## src/rtl/mips_branch_predictor_if.sv

```systemverilog
// Fetch-lookup, branch-resolve and statistics signals of the MIPS branch predictor.
// The predictor is the slave and the pipeline controller is the master.
interface mips_branch_predictor_if #(
  parameter int STAT_WIDTH = 16
);
  logic                  if_en;
  logic [31:0]           if_pc;
  logic                  pred_taken;
  logic [31:0]           pred_target;
  logic                  upd_valid;
  logic [31:0]           upd_pc;
  logic                  upd_taken;
  logic [31:0]           upd_target;
  logic                  upd_pred_taken;
  logic [31:0]           upd_pred_target;
  logic                  clear;
  logic                  mispredict;
  logic [31:0]           redirect_pc;
  logic [STAT_WIDTH-1:0] lookup_cnt;
  logic [STAT_WIDTH-1:0] mispredict_cnt;

  modport master (
    output if_en, if_pc, upd_valid, upd_pc, upd_taken, upd_target,
           upd_pred_taken, upd_pred_target, clear,
    input  pred_taken, pred_target, mispredict, redirect_pc,
           lookup_cnt, mispredict_cnt
  );

  modport slave (
    input  if_en, if_pc, upd_valid, upd_pc, upd_taken, upd_target,
           upd_pred_taken, upd_pred_target, clear,
    output pred_taken, pred_target, mispredict, redirect_pc,
           lookup_cnt, mispredict_cnt
  );
endinterface

```

## src/rtl/mips_branch_predictor.sv

```systemverilog
// Direct-mapped BTB with saturating counters: zero-latency IF lookup, EXE-stage
// update, mispredict/redirect generation and saturating statistics.
module mips_branch_predictor #(
  parameter int ENTRIES    = 16,
  parameter int TAG_BITS   = 8,
  parameter int CNT_BITS   = 2,
  parameter int DYNAMIC    = 1,
  parameter int STAT_WIDTH = 16
) (
  input logic                    clk,
  input logic                    rst,
  mips_branch_predictor_if.slave bus
);

  localparam int IDX_BITS = $clog2(ENTRIES);
  localparam bit DYN      = (DYNAMIC != 0);

  localparam logic [CNT_BITS-1:0] CNT_MAX  = '1;
  localparam logic [CNT_BITS-1:0] CNT_WEAK = CNT_BITS'(1) << (CNT_BITS - 1);

  typedef logic [IDX_BITS-1:0] idx_t;
  typedef logic [TAG_BITS-1:0] tag_t;

  logic [ENTRIES-1:0]  r_valid;
  tag_t                r_tag    [ENTRIES];
  logic [29:0]         r_target [ENTRIES];
  logic [CNT_BITS-1:0] r_cnt    [ENTRIES];

  logic [STAT_WIDTH-1:0] r_lookup_cnt;
  logic [STAT_WIDTH-1:0] r_mispredict_cnt;

  idx_t w_lk_idx;
  tag_t w_lk_tag;
  logic w_lk_hit;
  logic w_pred_taken;

  idx_t w_upd_idx;
  tag_t w_upd_tag;
  logic w_upd_hit;
  logic w_upd_en;
  logic w_mispredict;

  // Lookup reads the table as it stands before this edge's update (no bypass).
  assign w_lk_idx     = bus.if_pc[IDX_BITS+1:2];
  assign w_lk_tag     = bus.if_pc[IDX_BITS+TAG_BITS+1:IDX_BITS+2];
  assign w_lk_hit     = r_valid[w_lk_idx] && (r_tag[w_lk_idx] == w_lk_tag);
  assign w_pred_taken = DYN && w_lk_hit && r_cnt[w_lk_idx][CNT_BITS-1];

  assign bus.pred_taken  = w_pred_taken;
  assign bus.pred_target = w_pred_taken ? {r_target[w_lk_idx], 2'b00}
                                        : bus.if_pc + 32'd4;

  assign w_upd_idx = bus.upd_pc[IDX_BITS+1:2];
  assign w_upd_tag = bus.upd_pc[IDX_BITS+TAG_BITS+1:IDX_BITS+2];
  assign w_upd_hit = r_valid[w_upd_idx] && (r_tag[w_upd_idx] == w_upd_tag);
  assign w_upd_en  = DYN && bus.upd_valid && !bus.clear;

  assign w_mispredict = bus.upd_valid &&
                        ((bus.upd_taken != bus.upd_pred_taken) ||
                         (bus.upd_taken && (bus.upd_target != bus.upd_pred_target)));

  // The not-taken path resumes after the delay slot.
  assign bus.mispredict  = w_mispredict;
  assign bus.redirect_pc = bus.upd_taken ? bus.upd_target : bus.upd_pc + 32'd8;

  // NOTE: sequential state uses non-blocking assignments so every register
  // samples pre-edge values, matching the lookup-sees-old-contents rule.
  always_ff @(posedge clk or posedge rst) begin
    if (rst) begin
      r_valid <= '0;
      for (int i = 0; i < ENTRIES; i++) r_cnt[i] <= '0;
    end else if (bus.clear) begin
      r_valid <= '0;
    end else if (w_upd_en) begin
      if (w_upd_hit) begin
        if (bus.upd_taken) begin
          if (r_cnt[w_upd_idx] != CNT_MAX) r_cnt[w_upd_idx] <= r_cnt[w_upd_idx] + CNT_BITS'(1);
        end else begin
          if (r_cnt[w_upd_idx] != '0) r_cnt[w_upd_idx] <= r_cnt[w_upd_idx] - CNT_BITS'(1);
        end
      end else if (bus.upd_taken) begin
        r_valid[w_upd_idx] <= 1'b1;
        r_cnt[w_upd_idx]   <= CNT_WEAK;
      end
    end
  end

  // NOTE: tag and target storage has no reset; an entry's payload is only
  // observed through its valid bit, which is reset, so plain RAM suffices.
  always_ff @(posedge clk) begin
    if (!rst && w_upd_en && bus.upd_taken) begin
      r_tag[w_upd_idx]    <= w_upd_tag;
      r_target[w_upd_idx] <= bus.upd_target[31:2];
    end
  end

  always_ff @(posedge clk or posedge rst) begin
    if (rst) begin
      r_lookup_cnt     <= '0;
      r_mispredict_cnt <= '0;
    end else begin
      if (bus.if_en && (r_lookup_cnt != '1))
        r_lookup_cnt <= r_lookup_cnt + STAT_WIDTH'(1);
      if (w_mispredict && (r_mispredict_cnt != '1))
        r_mispredict_cnt <= r_mispredict_cnt + STAT_WIDTH'(1);
    end
  end

  assign bus.lookup_cnt     = r_lookup_cnt;
  assign bus.mispredict_cnt = r_mispredict_cnt;

endmodule

```

## src/flat_wrapper.sv

```systemverilog
// flat-port wrapper written by rule: the top's interface ports become plain ports
module mips_branch_predictor_flat 
#(
  parameter int ENTRIES    = 16,
  parameter int TAG_BITS   = 8,
  parameter int CNT_BITS   = 2,
  parameter int DYNAMIC    = 1,
  parameter int STAT_WIDTH = 16
)
  (clk, rst, bus_if_en, bus_if_pc, bus_upd_valid, bus_upd_pc, bus_upd_taken, bus_upd_target, bus_upd_pred_taken, bus_upd_pred_target, bus_clear, bus_pred_taken, bus_pred_target, bus_mispredict, bus_redirect_pc, bus_lookup_cnt, bus_mispredict_cnt);
  mips_branch_predictor_if #(.STAT_WIDTH(STAT_WIDTH)) bus_i ();
  input logic clk;
  input logic rst;
  input wire logic [$bits(bus_i.if_en)-1:0] bus_if_en;
  input wire logic [$bits(bus_i.if_pc)-1:0] bus_if_pc;
  input wire logic [$bits(bus_i.upd_valid)-1:0] bus_upd_valid;
  input wire logic [$bits(bus_i.upd_pc)-1:0] bus_upd_pc;
  input wire logic [$bits(bus_i.upd_taken)-1:0] bus_upd_taken;
  input wire logic [$bits(bus_i.upd_target)-1:0] bus_upd_target;
  input wire logic [$bits(bus_i.upd_pred_taken)-1:0] bus_upd_pred_taken;
  input wire logic [$bits(bus_i.upd_pred_target)-1:0] bus_upd_pred_target;
  input wire logic [$bits(bus_i.clear)-1:0] bus_clear;
  output wire logic [$bits(bus_i.pred_taken)-1:0] bus_pred_taken;
  output wire logic [$bits(bus_i.pred_target)-1:0] bus_pred_target;
  output wire logic [$bits(bus_i.mispredict)-1:0] bus_mispredict;
  output wire logic [$bits(bus_i.redirect_pc)-1:0] bus_redirect_pc;
  output wire logic [$bits(bus_i.lookup_cnt)-1:0] bus_lookup_cnt;
  output wire logic [$bits(bus_i.mispredict_cnt)-1:0] bus_mispredict_cnt;
  assign bus_i.if_en = bus_if_en;
  assign bus_i.if_pc = bus_if_pc;
  assign bus_i.upd_valid = bus_upd_valid;
  assign bus_i.upd_pc = bus_upd_pc;
  assign bus_i.upd_taken = bus_upd_taken;
  assign bus_i.upd_target = bus_upd_target;
  assign bus_i.upd_pred_taken = bus_upd_pred_taken;
  assign bus_i.upd_pred_target = bus_upd_pred_target;
  assign bus_i.clear = bus_clear;
  assign bus_pred_taken = bus_i.pred_taken;
  assign bus_pred_target = bus_i.pred_target;
  assign bus_mispredict = bus_i.mispredict;
  assign bus_redirect_pc = bus_i.redirect_pc;
  assign bus_lookup_cnt = bus_i.lookup_cnt;
  assign bus_mispredict_cnt = bus_i.mispredict_cnt;
  mips_branch_predictor #(.ENTRIES(ENTRIES), .TAG_BITS(TAG_BITS), .CNT_BITS(CNT_BITS), .DYNAMIC(DYNAMIC), .STAT_WIDTH(STAT_WIDTH)) u_core (.clk(clk), .rst(rst), .bus(bus_i));
endmodule
```

## config.mk

```make
export PLATFORM = sky130hd
export DESIGN_NAME = mips_branch_predictor_flat
export DESIGN_NICKNAME = d
export VERILOG_FILES = /design/src/rtl/mips_branch_predictor_if.sv /design/src/rtl/mips_branch_predictor.sv /design/src/flat_wrapper.sv
export SDC_FILE = /design/constraint.sdc
export NUM_CORES = 1
export LEC_CHECK = 0
export BUFFER_PORTS_ARGS = -buffer_cell sky130_fd_sc_hd__buf_2
export CELL_PAD_IN_SITES_DETAIL_PLACEMENT = 0
export CELL_PAD_IN_SITES_GLOBAL_PLACEMENT = 1
export CORE_MARGIN = 2
export CORE_UTILIZATION = 52
export CTS_BUF_LIST = sky130_fd_sc_hd__clkbuf_16
export CTS_CLUSTER_SIZE = 24
export DETAILED_ROUTE_END_ITERATION = 6
export PLACE_DENSITY = 0.83
export REMOVE_ABC_BUFFERS = 1
export SYNTH_ARGS = -nofsm -noshare
export SYNTH_HDL_FRONTEND = slang
export SYNTH_SLANG_ARGS = --single-unit
```

## constraint.sdc

```tcl
create_clock -name clk -period 7.83 [get_ports clk]
set_clock_uncertainty 0.15 [all_clocks]
set_input_delay 2.349 -clock clk [delete_from_list [all_inputs] [get_ports clk]]
set_output_delay 2.349 -clock clk [all_outputs]
set_load 0.01 [all_outputs]
```

* Yosys cells after proc, flatten, opt, wreduce, memory -nomap -nowiden
Memories as Yosys holds them, arrays and structs flattened. Cells that the tools add are included.
Word-level totals: register bits after elaboration 80, bits in latches 0, RAM bits 608, memory bits (read-only) 0, input port bits 135, word-level logic and storage cells 100, memories kept 2
Operators by class: add/subtract/negate cells 6, multiply operators 0, div/mod/pow operators 0, $lt $le $gt $ge 6, equality and inequality tests 9, shift operators 0, mux-type cells 29, bitwise gates (word level) 7, reduce and logical (&&, ||, !) cells 22
Memories:
- u_core.r_target | words 16, bits a word 30, rd ports 1, clocked after memory_dff 0, write ports 1, RTL line mips_branch_predictor.sv:26 | logic [29:0] r_target [ENTRIES];
- u_core.r_tag | words 16, bits a word 8, rd ports 2, clocked after memory_dff 0, write ports 1, RTL line mips_branch_predictor.sv:25 | tag_t r_tag [ENTRIES];
Operators by type and width (number):
- $mux 32 | 7
- $bwmux 32 | 2
- $mux 16 | 4
- $add 16x1->16 const B | 2
- $add 32x3->32 const B | 1
- $add 32x4->32 const B | 1
- $ne 16x16->1 const B | 2
- $ne 32x32->1 | 1
- $or 16x16->16 | 2
- $and 16x16->16 | 1
- $bmux 2 s4 | 2
- $eq 8x8->1 | 2
- $not 16->16 | 1
- $logic_and 1x1->1 | 12
- $ge 5x5->1 const B | 2
- $lt 4x5->1 const B | 2
- $mux 2 | 5
- $not 4->5 | 2
- $reduce_bool 2->1 | 5
- $bmux 1 s4 | 2
- $demux 2 s4 | 1
- $lt 5x1->1 const B | 1
- $mux 1 | 5
- $reduce_and 5->1 | 1
- 11 further kinds | 13

* Longest topological paths before layout
word-level depth 9, depth in mapped cells 14, mapped depth without buffers 8

* Worst setup path before layout
No wires, ideal clock.
kind input port to flip-flop, start input rst, end memory u_core.r_tag[13][0] in the netlist's numbering (enable), library setup time 480 ps, arrival 7205 ps, required time 7200 ps, path slack -6 ps, stages 3, path buffers 0, path through inv_1 > nand2_1 > nor3_1
On the way: cells in the longest elaborated chain, start to end 5
Ends and longest elaborated chain:
- start: declaration | RTL line flat_wrapper.sv:13 | input logic rst;
- $logic_not 1->1 (no source line)
- $logic_and 1x1->1 (2 in series) | RTL line mips_branch_predictor.sv:91 | if (!rst && w_upd_en && bus.upd_taken) begin
- $mux 1 | RTL line mips_branch_predictor.sv:91
- $mux 1 (not written as such) | RTL line mips_branch_predictor.sv:92 | r_tag[w_upd_idx] <= w_upd_tag;
- end: declaration | RTL line mips_branch_predictor.sv:25
No other way between the ends.

* Worst setup path after layout
start input bus_if_pc[2], end output bus_pred_target[3]
On the way: cells in the longest elaborated chain, start to end 6, elaborated cells between the ends (all ways) 13, those cells by class add/sub: 1; eq/ne: 1; mux: 6; bitwise: 1; reduce/logical: 2; memory: 2
Ends and longest elaborated chain:
- start: declaration | RTL line flat_wrapper.sv:15 | input wire logic [$bits(bus_i.if_pc)-1:0] bus_if_pc;
- branches (longest 5 deep; another with $add 32x3->32)
- $mux 32 * | RTL line mips_branch_predictor.sv:50 | assign bus.pred_target = w_pred_taken ? {r_target[w_lk_idx], 2'b00}
- end: declaration | RTL line flat_wrapper.sv:24 | output wire logic [$bits(bus_i.pred_target)-1:0] bus_pred_target;
Mark *: on every way between the ends. The select of a mux whose other input is x is not followed.

==> impl_metrics.toml <==
[die]
dieHeight_um = 247.0
io_pins = 233
rows = 89
dieArea_sq_um = 61000
initial_utilization_pct = 52.32
die_x_um = 247.0
core-area_sq_um = 58690

[timing]
tightest_slew_ns = 1.085
period_share_pct = 98.07
fmax_ghz = 0.1302
fin_setup_tns_ns = 0
drv_slew = 0
hold_violations = 0
min_period_ns = 7.679
setup_viol = 0
rsz0062_at_grt = "false"
relSlewSlack_pct = 27.46

[clock_network]
worstSkewPairLatency_ns = 0.61
cts_tree = "done"
clockBufferDepth = 3
cts_hold_buf = 0
cts.sinks = 688
root_buffer = "clkbuf_16"
htreeDepth = 3
cts_made_buffers = 72
post_cts_buffers = 0
path_clk_slew_ns = 0.06

[setup_path]
endpoint = "bus_pred_target[3]"
crit_path_max_fanout = 45
critPathMaxStageDelay_ns = 0.55
worstReg2RegEnd = "u_core.r_cnt[15]"
rr_worst_depth = 9
worst_ep_required_time_ns = 5.33
crit_path_start = "bus_if_pc[2]"
cp_slowest_cell = "mux4_2"
path_cells = "buf_16 -> mux4_2 -> mux4_2 -> xnor2_1 -> nand4_1 -> nor4_4 -> buf_12 -> mux2_2 -> buf_2"
crit_path_end_kind = "primary output"
path_class = "in -> out"
cp-start-kind = "primary input"
rr_startpoint = "u_core.r_tag[11][1]"
ff2ff_setup_slack_ns = 4.21
crit_top_cell = "mux4_2"
arrival_ns = 5.18

[cells_and_area]
layout_commonest_cell = "edfxtp_1"
final_cells = 2830
antenna_cells = 0
fin_nets = 2142
area_growth_pct = 15.09
drive_above_1_share_pct = 34.18
stdcell_area_sq_um = 35340
layout.cells.most_common_list = "edfxtp_1, mux4_2, buf_2, nand2_1, dfrtp_1"

[run]
cap_violations = 0

[grt]
grt_max_degree = 81
grt_usage_pct = 26.76
grt_pass1_wl_mm = 117.6
antenna_found_initial = 1
overflow = 0
grt_pass1_vias = 17670

[placed_design]
portBuffers = 232
dp_hpwl_mm = 49.83
dp.cells = 2700
gp_congestion = 0.8958
place_area_sq_um = 33030

[drt]
num_vias = 17700
ant_nets = 0
drt-wirelength-per-cell_um = 28.44
finalWirelength_mm = 80.49
via_per_inst = 6.254
remaining_drc_errors = 0
dr.pass1.iters = 5
first_iter_violations = 1991

[synthesis]
syn_area_sq_um = 30700
syn_area_per_cell_sq_um = 17.81
yosys.area.top_type = "edfxtp_1"
synth.distinct_cells = 59
yosys_warnings = 0
ys_top_cells_by_area = "edfxtp_1, mux4_2, dfrtp_1"
ys.flop_type = "edfxtp_1"
ys_seq_elements = 688
synth-seq-area-share_pct = 65.98
synth-async-reset-ratio_pct = 11.63
syn_inst = 1724
synth_edf_count = 608
netlist.area_leader.share_pct = 59.46

[power]
internal_power_w = 0.006254
ir_drop_mv = 0.1603
clock_power_share_pct = 40.6
p_sw_w = 0.001845
power.density_nw_per_um2 = 229.2
static-leakage-power_nw = 12.64
pwr-share-seq_pct = 50.9
swShare_pct = 22.78
combPwrFrac_pct = 8.5

[min_path]
min_path_type = "reg -> reg"

[outcome]
status = "completed"
## cells in the mapped netlist (8+ instances only)
master and number:
a21oi_1 19, nor2b_1 11, mux2_4 20, inv_1 26, and4_1 8, mux4_2 230, o21ai_0 66, nand3_1 46
a22oi_4 10, clkbuf_1 53, xnor2_1 53, dfrtp_1 80, xor2_1 77, or3_1 13, and3_1 18, nor2_1 56
buf_1 10, edfxtp_1 608, nor4_1 10, buf_2 24, nor3_1 25, mux2i_1 27, mux2_1 11, nand2_1 126
nand4_1 18, mux2_2 8
## kinds of logic after synthesis
group           after synthesis  synth area share, %
flops                       688                65.98
simple gates                354                5.689
mux                         296                19.43
xor+xnor                    130                3.708
compound gates              127                3.016
buf+inv                     123                1.932
fa+ha+maj                     6               0.2445
## cell type report
type / count / area (sq um)
Fill cell: 4201 / 23350
Tap cell: 773 / 967.2
Clock buffer: 74 / 1852
Clock inverter: 56 / 435.4
Multi-Input combinational cell: 913 / 9973
Timing Repair Buffer: 299 / 1748
Inverter: 27 / 102.6
Sequential cell: 688 / 20260
## worst max-delay path, delay by kind of cell
family	cells	cell delay (ns)
muxes	3	1.39
and+or+nand+nor	2	0.51
xor gates and xnor gates	1	0.24
buffers and inverters	3	0.64
## metrics by stage
| step | setup slack (ns) | power (W) | hold slack (ns) | util [%] |
|---|---|---|---|---|
| 2_1_floorplan | -0.3738 | 0.004520 | 0.3026 | - |
| 3_3_place_gp | 0.08696 | 0.004867 | 0.3187 | 56.29 |
| 3_5_place_dp | 0.04411 | 0.004884 | 0.3205 | 56.29 |
| 4_1_cts | 0.09019 | 0.008150 | 0.3323 | 60.20 |
| 5_1_grt | 0.009647 | 0.008349 | 0.3595 | 60.22 |
| 6_report | 0.1512 | 0.008099 | 0.3332 | 60.22 |
## routing by layer
metal	part of all wire (%)	track usage [%]
met1	40	37.41
met2	50	43.85
met3	8.3	4.515
met4	2.2	7.495
met5	0.020	0
## registers in the layout, indices dropped and copies added, names as in the netlist
signal and cells:
u_core.r_cnt 32, u_core.bus.mispredict_cnt 16, u_core.r_tag 128, u_core.r_valid 16, u_core.bus.lookup_cnt 16, u_core.r_target 480
## repair_timing
item	in CTS	in global routing
pin swaps	0	0
gates resized for setup	1	2
setup endpoints to repair	1	2
gates cloned	0	0
## worst min path at each step
stage,startpoint,to,slack [ns],depth (start not counted)
after global routing,u_core.r_cnt[4],u_core.r_cnt[4],0.36,1
final,u_core.bus.mispredict_cnt[10],u_core.bus.mispredict_cnt[10],0.33,1
after CTS,u_core.bus.mispredict_cnt[10],u_core.bus.mispredict_cnt[10],0.33,1
after detailed placement,u_core.bus.mispredict_cnt[10],u_core.bus.mispredict_cnt[10],0.32,1
after global placement,u_core.r_cnt[4],u_core.r_cnt[4],0.32,1
after floorplan,u_core.r_cnt[16],u_core.r_cnt[16],0.30,1
## power by group through the flow
stage	Combinational [W]	Sequential, W	Clock [W]
final	0.000690	0.00412	0.00329
after floorplan	0.000325	0.00419	0
after global placement	0.000679	0.00419	0
after detailed placement	0.000692	0.00419	0
after global routing	0.000743	0.00412	0.00348
after CTS	0.000695	0.00412	0.00334
(Power assumes the default switching activity.)
